`src/rtl/wb_pkg.sv`:
```
// Shared definitions for the writeback unit: load encodings, queue sizing and
// the load-result extension helper.
package wb_pkg;

   localparam int unsigned QueueDepth = 2;
   localparam int unsigned CountWidth = 2;
   localparam int unsigned Funct3Width = 3;

   typedef enum logic [Funct3Width-1:0] {
      LdLb  = 3'b000,
      LdLh  = 3'b001,
      LdLw  = 3'b010,
      LdLbu = 3'b100,
      LdLhu = 3'b101
   } ld_funct3_e;

   // Narrow loads arrive in the low bits of the raw word.
   function automatic logic [31:0] load_extend(input logic [Funct3Width-1:0] funct3,
                                               input logic [31:0] raw);
      logic [31:0] result;
      case (funct3)
         LdLb:    result = {{24{raw[7]}}, raw[7:0]};
         LdLh:    result = {{16{raw[15]}}, raw[15:0]};
         LdLw:    result = raw;
         LdLbu:   result = {24'h000000, raw[7:0]};
         LdLhu:   result = {16'h0000, raw[15:0]};
         default: result = raw;
      endcase
      return result;
   endfunction

endpackage

```
`src/rtl/wb_fifo.sv`:
```
// Two-entry in-order queue with push/pop/count and per-slot visibility so the
// owner can derive which entries are live.
module wb_fifo
   import wb_pkg::*;
#(
   parameter int unsigned WIDTH = 8
) (
   input  logic                             clk,
   input  logic                             rst_n,
   input  logic                             push,
   input  logic                             pop,
   input  logic [WIDTH-1:0]                 wdata,
   output logic [WIDTH-1:0]                 rdata,
   output logic [CountWidth-1:0]            count,
   output logic [QueueDepth-1:0]            slot_valid,
   output logic [QueueDepth-1:0][WIDTH-1:0] slot_data
);

   logic                             wr_ptr_q, wr_ptr_d;
   logic                             rd_ptr_q, rd_ptr_d;
   logic [CountWidth-1:0]            count_q, count_d;
   logic [QueueDepth-1:0][WIDTH-1:0] mem_q;
   logic                             full, empty;
   logic                             do_push, do_pop;

   assign full    = (count_q == CountWidth'(QueueDepth));
   assign empty   = (count_q == '0);
   assign do_push = push && !full;
   assign do_pop  = pop && !empty;

   // Pointers are one bit wide, so increment wraps modulo the depth.
   always_comb begin
      wr_ptr_d = wr_ptr_q;
      rd_ptr_d = rd_ptr_q;
      count_d  = count_q;
      if (do_push) begin
         wr_ptr_d = wr_ptr_q + 1'b1;
      end
      if (do_pop) begin
         rd_ptr_d = rd_ptr_q + 1'b1;
      end
      unique case ({do_push, do_pop})
         2'b10:   count_d = count_q + 1'b1;
         2'b01:   count_d = count_q - 1'b1;
         default: count_d = count_q;
      endcase
   end

   always_ff @(posedge clk) begin
      if (!rst_n) begin
         wr_ptr_q <= 1'b0;
         rd_ptr_q <= 1'b0;
         count_q  <= '0;
      end else begin
         wr_ptr_q <= wr_ptr_d;
         rd_ptr_q <= rd_ptr_d;
         count_q  <= count_d;
      end
   end

   always_ff @(posedge clk) begin
      if (do_push) begin
         mem_q[wr_ptr_q] <= wdata;
      end
   end

   // With one entry live, only the slot under the read pointer holds it.
   always_comb begin
      slot_valid[0] = full || (!empty && !rd_ptr_q);
      slot_valid[1] = full || (!empty && rd_ptr_q);
   end

   assign rdata     = mem_q[rd_ptr_q];
   assign count     = count_q;
   assign slot_data = mem_q;

endmodule

```
`src/rtl/writeback_unit.sv`:
```
// Register-file writeback arbiter: merges ALU results with in-order load
// responses, extends load data and tracks registers with loads in flight.
module writeback_unit
   import wb_pkg::*;
#(
   parameter int unsigned DATA_WIDTH    = 32,
   parameter int unsigned ADDRESS_WIDTH = 5
) (
   input  logic                       clk,
   input  logic                       rst_n,
   input  logic                       alu_valid,
   input  logic [ADDRESS_WIDTH-1:0]   alu_rd,
   input  logic [DATA_WIDTH-1:0]      alu_data,
   output logic                       alu_ready,
   input  logic                       ld_issue,
   input  logic [ADDRESS_WIDTH-1:0]   ld_rd,
   input  logic [2:0]                 ld_funct3,
   output logic                       ld_ready,
   input  logic                       mem_rvalid,
   input  logic [DATA_WIDTH-1:0]      mem_rdata,
   output logic                       we3,
   output logic [ADDRESS_WIDTH-1:0]   ad3,
   output logic [DATA_WIDTH-1:0]      wd3,
   output logic [2**ADDRESS_WIDTH-1:0] pending_mask,
   output logic                       err_unexp
);

   localparam int unsigned EntryWidth = ADDRESS_WIDTH + Funct3Width;

   logic [EntryWidth-1:0]                 push_entry;
   logic [EntryWidth-1:0]                 head_entry;
   logic [ADDRESS_WIDTH-1:0]              head_rd;
   logic [Funct3Width-1:0]                head_funct3;
   logic [CountWidth-1:0]                 count;
   logic [QueueDepth-1:0]                 slot_valid;
   logic [QueueDepth-1:0][EntryWidth-1:0] slot_data;
   logic                                  queue_empty;
   logic                                  resp_take;
   logic                                  alu_take;
   logic                                  ld_push;

   logic                     we3_q, we3_d;
   logic [ADDRESS_WIDTH-1:0] ad3_q, ad3_d;
   logic [DATA_WIDTH-1:0]    wd3_q, wd3_d;
   logic                     err_q, err_d;

   assign push_entry  = {ld_rd, ld_funct3};
   assign head_rd     = head_entry[EntryWidth-1:Funct3Width];
   assign head_funct3 = head_entry[Funct3Width-1:0];
   assign queue_empty = (count == '0);

   assign ld_ready  = (count < CountWidth'(QueueDepth));
   assign ld_push   = ld_issue && ld_ready;
   // Memory responses cannot be stalled, so they win over the ALU.
   assign resp_take = mem_rvalid && !queue_empty;
   assign alu_ready = !resp_take;
   assign alu_take  = alu_valid && alu_ready;

   wb_fifo #(
      .WIDTH(EntryWidth)
   ) u_fifo (
      .clk       (clk),
      .rst_n     (rst_n),
      .push      (ld_push),
      .pop       (resp_take),
      .wdata     (push_entry),
      .rdata     (head_entry),
      .count     (count),
      .slot_valid(slot_valid),
      .slot_data (slot_data)
   );

   // x0 events are consumed but never raise the write enable.
   always_comb begin
      we3_d = 1'b0;
      ad3_d = ad3_q;
      wd3_d = wd3_q;
      if (resp_take) begin
         we3_d = (head_rd != '0);
         ad3_d = head_rd;
         wd3_d = DATA_WIDTH'(load_extend(head_funct3, 32'(mem_rdata)));
      end else if (alu_take) begin
         we3_d = (alu_rd != '0);
         ad3_d = alu_rd;
         wd3_d = alu_data;
      end
   end

   assign err_d = err_q || (mem_rvalid && queue_empty);

   always_ff @(posedge clk) begin
      if (!rst_n) begin
         we3_q <= 1'b0;
         ad3_q <= '0;
         wd3_q <= '0;
         err_q <= 1'b0;
      end else begin
         we3_q <= we3_d;
         ad3_q <= ad3_d;
         wd3_q <= wd3_d;
         err_q <= err_d;
      end
   end

   always_comb begin
      pending_mask = '0;
      for (int i = 0; i < QueueDepth; i++) begin
         if (slot_valid[i]) begin
            pending_mask[slot_data[i][EntryWidth-1:Funct3Width]] = 1'b1;
         end
      end
      pending_mask[0] = 1'b0;
   end

   assign we3       = we3_q;
   assign ad3       = ad3_q;
   assign wd3       = wd3_q;
   assign err_unexp = err_q;

endmodule

```
`config.mk`:
```
export PLATFORM = sky130hd
export DESIGN_NAME = writeback_unit
export DESIGN_NICKNAME = d
export VERILOG_FILES = /design/src/rtl/wb_pkg.sv /design/src/rtl/wb_fifo.sv /design/src/rtl/writeback_unit.sv
export SDC_FILE = /design/constraint.sdc
export NUM_CORES = 1
export LEC_CHECK = 0
export BUFFER_PORTS_ARGS = -buffer_cell sky130_fd_sc_hd__buf_2
export CAP_MARGIN = 0
export CORE_ASPECT_RATIO = 0.75
export CORE_MARGIN = 4
export CORE_UTILIZATION = 50
export DETAILED_ROUTE_END_ITERATION = 7
export PLACE_DENSITY = 0.85
export SLEW_MARGIN = 20
export SYNTH_ARGS = -nofsm -noshare
export SYNTH_HDL_FRONTEND = slang
export SYNTH_HIERARCHICAL = 1
export SYNTH_SLANG_ARGS = --single-unit
```
`constraint.sdc`:
```
create_clock -name clk -period 3.77 [get_ports clk]
set_input_delay 0.5655 -clock clk [delete_from_list [all_inputs] [get_ports clk]]
set_output_delay 0.5655 -clock clk [all_outputs]
set_load 0.01 [all_outputs]
```
==> flow_summary_export.csv <==
group,metric,value,unit
status,status,"completed",
pwr,int_power,1.629,mW
sta,worst_pin_slew,1.050,ns
routing,route.met2.wl,4397,µm
place,number_of_placed_instances_with_taps_included,532,
logic_synthesis,synthesis.yosys.warnings,6,
layout,syn2layout_area_growth,28.92,%
layout,final_area,0.004200,mm²
global_routing,grt_start_max_net_pins,50,
pwr,p_switching,852.7,µW
job,timing.max_cap.violations,0,
critical_path,critPathRequiredTime,3.20,ns
sta,final-setup-viol-count,0,
logic_synthesis,netlist_area,0.003258,mm²
routing,routed-wl-met3,765,µm
critical_path,timing.reg2reg.setup_slack,1.63,ns
logic_synthesis,synth-edff-count,16,
routing,vias_per_cell,5.786,
logic_synthesis,asyncSetResetFlopFracSynth,0,%
pwr,seq_power_share,37.4,%
hold_path,hold_crit_path_type,"input pin to register",
pwr,power.density_cell_area,590.9,mW/mm²
die,fp.coreArea,0.006319,mm²
pwr,vdd_drop_max,391.5,µV
routing,drt_first_iter_violations,247,
logic_synthesis,cell_variety_after_synth,42,
routing,drt_first_pass_iters,5,
sta,worst_clock_skew,0.009164,ns
layout,fillerInstances,529,
place,placed_cell_area,0.003968,mm²
layout,design.final.nets,545,
routing,drt_wl_total,9048,µm
routing,vias_post_dr,3171,
place,routabilityCongestion,0.8639,
layout,commonest_cells_after_routing_fill_and_taps_aside,"buf_2, nand2_1, dfxtp_1, o22ai_1, mux2_2",
layout,layout_commonest_cell,"buf_2",
global_routing,number_of_antenna_violations_at_the_first_check_in_global_routing,0,
global_routing,grt_pass1_vias,2910,
clock_tree,cts_sinks,59,
pwr,power_frac_comb,35.4,%
layout,antenna_cells,0,
sta,setup_repair_after_global_routing_missed_its_margin,"false",
sta,period_share,68.45,%
routing,drt.antenna.violating_nets,0,
clock_tree,cts.root.buffer_cell,"clkbuf_8",
layout,finish.cell_count_without_fillers,548,
clock_tree,cts_max_level,3,
sta,max_slew_vio_count,0,
die,die_width,101.2,µm
die,floorplan.rows,25,
logic_synthesis,syn_area_per_cell,10.12,µm²
critical_path,critical_path.endpoint_type,"output port",
sta,postLayoutSetupSlackWorst,1.189,ns
clock_tree,cts_hold_buffers,0,
routing,detail_route.drc_violations,0,
sta,finalHoldViolations,0,
sta,fin_setup_tns,0,ns
layout,share_of_the_core_filled_with_cells,66.48,%
pwr,overall_power_after_layout,2.482,mW
sta,rel_slew_slack,30.02,%
die,floorplan.die_area,0.007885,mm²
logic_synthesis,ys_ff_latch,59,
routing,drt-wirelength-per-cell,16.51,µm
clock_tree,tritoncts,"done",
layout,layout-drive-gt1-share,43.90,%
routing,routedLengthMet1,3704,µm
critical_path,critical_path.startpoint_type,"register",
logic_synthesis,synthFlopType,"dfxtp_1",
clock_tree,clockBufferDepth,2,
logic_synthesis,synthesis.instances,322,
global_routing,wire_length_of_the_first_global_routing_pass,14320,µm
logic_synthesis,ys_seq_area_share,41.17,%
die,io_pins,155,
routing,uppermost_routed_layer,"met4",
sta,final_layout_worst_hold_slack,0.4295,ns
logic_synthesis,syn-num-nets,405,
global_routing,grt.overflow.total,0,
sta,maxClockFrequency,0.3875,GHz
place,dpl_worst_slack,1.573,ns
place,hpwlAfterDp,6670,µm
critical_path,crit_arrival,2.02,ns
critical_path,critical_path_peak_fanout,9,
clock_tree,worstSkewPairLatency,0.32,ns
clock_tree,numCtsBuffers,9,
clock_tree,post-cts-setup-buffers,0,
global_routing,grt_use_total,22.46,%
pwr,net_switching_fraction_of_the_power,34.36,%
critical_path,path_class,"register to output port",
pwr,cellLeakagePower,2.025,nW
die,floorplan.initialDensity,51.56,%
die,dieHeight,77.91,µm
pwr,power.clock.fraction,27.2,%
sta,final_period_minus_worst_setup_slack,2.581,ns
place,buffer_ports.inserted,153,
clock_tree,cts.clk_slew.worst_paths,0.07,ns
clock_tree,postCtsResizedCells,0,
sequential cells by signal, indices dropped and copies added, names as in the netlist:
name              flops
ad3                   5
err_unexp             1
u_fifo/count          2
u_fifo/rd_ptr_q       1
u_fifo/slot_data     16
u_fifo/wr_ptr_q       1
wd3                  32
we3                   1
cells by family after synthesis:
| logic type | count (synthesis) | share of synthesized area, % |
|---|---|---|
| buf+inv | 30 | 5.875 |
| simple gates | 88 | 13.94 |
| mux | 46 | 16.17 |
| other cells | 1 | 0.1151 |
| flops | 59 | 41.17 |
| fa+ha+maj | 1 | 0.3840 |
| xor+xnor | 3 | 0.8066 |
| compound gates | 94 | 21.54 |
synth_stat cells (2+ instances only):
| cell type | n | share of area [%] |
|---|---|---|
| or3_1 | 3 | 0.58 |
| or4_1 | 2 | 0.46 |
| o21ai_1 | 9 | 1.4 |
| nor2b_1 | 2 | 0.38 |
| nand2_1 | 51 | 5.9 |
| nand3b_1 | 11 | 2.5 |
| xnor2_1 | 2 | 0.54 |
| o22ai_1 | 31 | 6.0 |
| o21ai_0 | 9 | 1.4 |
| buf_6 | 3 | 1.0 |
| edfxtp_1 | 16 | 15 |
| buf_2 | 8 | 1.2 |
| a21oi_1 | 3 | 0.46 |
| inv_1 | 3 | 0.35 |
| nor2_1 | 5 | 0.58 |
| mux2_4 | 7 | 3.2 |
| dfxtp_1 | 43 | 26 |
| buf_4 | 6 | 1.4 |
| clkbuf_1 | 7 | 0.81 |
| or3b_1 | 6 | 1.6 |
| a31oi_1 | 8 | 1.5 |
| mux2i_1 | 14 | 4.3 |
| nand3_1 | 4 | 0.61 |
| o221a_1 | 16 | 5.5 |
| o211a_1 | 13 | 4.0 |
| mux2_2 | 24 | 8.3 |
path summary, 6_finish.rpt:
check,start,endpoint,cells past startpoint
max,u_fifo/count[1],pending_mask[16],5
max reg2reg,u_fifo/rd_ptr_q,wd3[16],3
min,ld_rd[4],u_fifo/slot_data[7],1
min reg2reg,err_unexp,err_unexp,2
worst max-delay path, cell delays in order (launching register included):
cell and delay, ns:
dfxtp_1 0.51, nand2b_1 0.21, nand2_1 0.17, or3b_1 0.49, o22ai_1 0.15, buf_2 0.16
power by group through the flow:
stage	Combinational [mW]	Clock (mW)	Sequential, mW
after floorplan	0.605	0	0.953
after global placement	0.849	0	0.928
after detailed placement	0.875	0	0.935
after CTS	0.878	0.686	0.925
after global routing	0.966	0.724	0.947
final	0.879	0.675	0.928
final cells by class:
type | instances | area [µm²] | share of cell area (%)
sequential | 59 | 1341 | 31.93
tap | 81 | 101.3 | 2.413
clock buffer | 11 | 131.4 | 3.128
inverter | 4 | 15.01 | 0.3575
multi-input combinational | 233 | 1729 | 41.17
timing repair buffer | 155 | 780.7 | 18.59
clock inverter | 5 | 101.3 | 2.413
layer usage:
| metal | up-vias | GRT usage, % |
|---|---|---|
| met3 | 22 | 5.660 |
| met1 | 1487 | 30.27 |
| li1 | 1512 | - |
| met2 | 150 | 34.66 |
| met4 | 0 | 8.234 |
| met5 | - | 0 |
No activity file was read; power rests on OpenSTA's default activity.
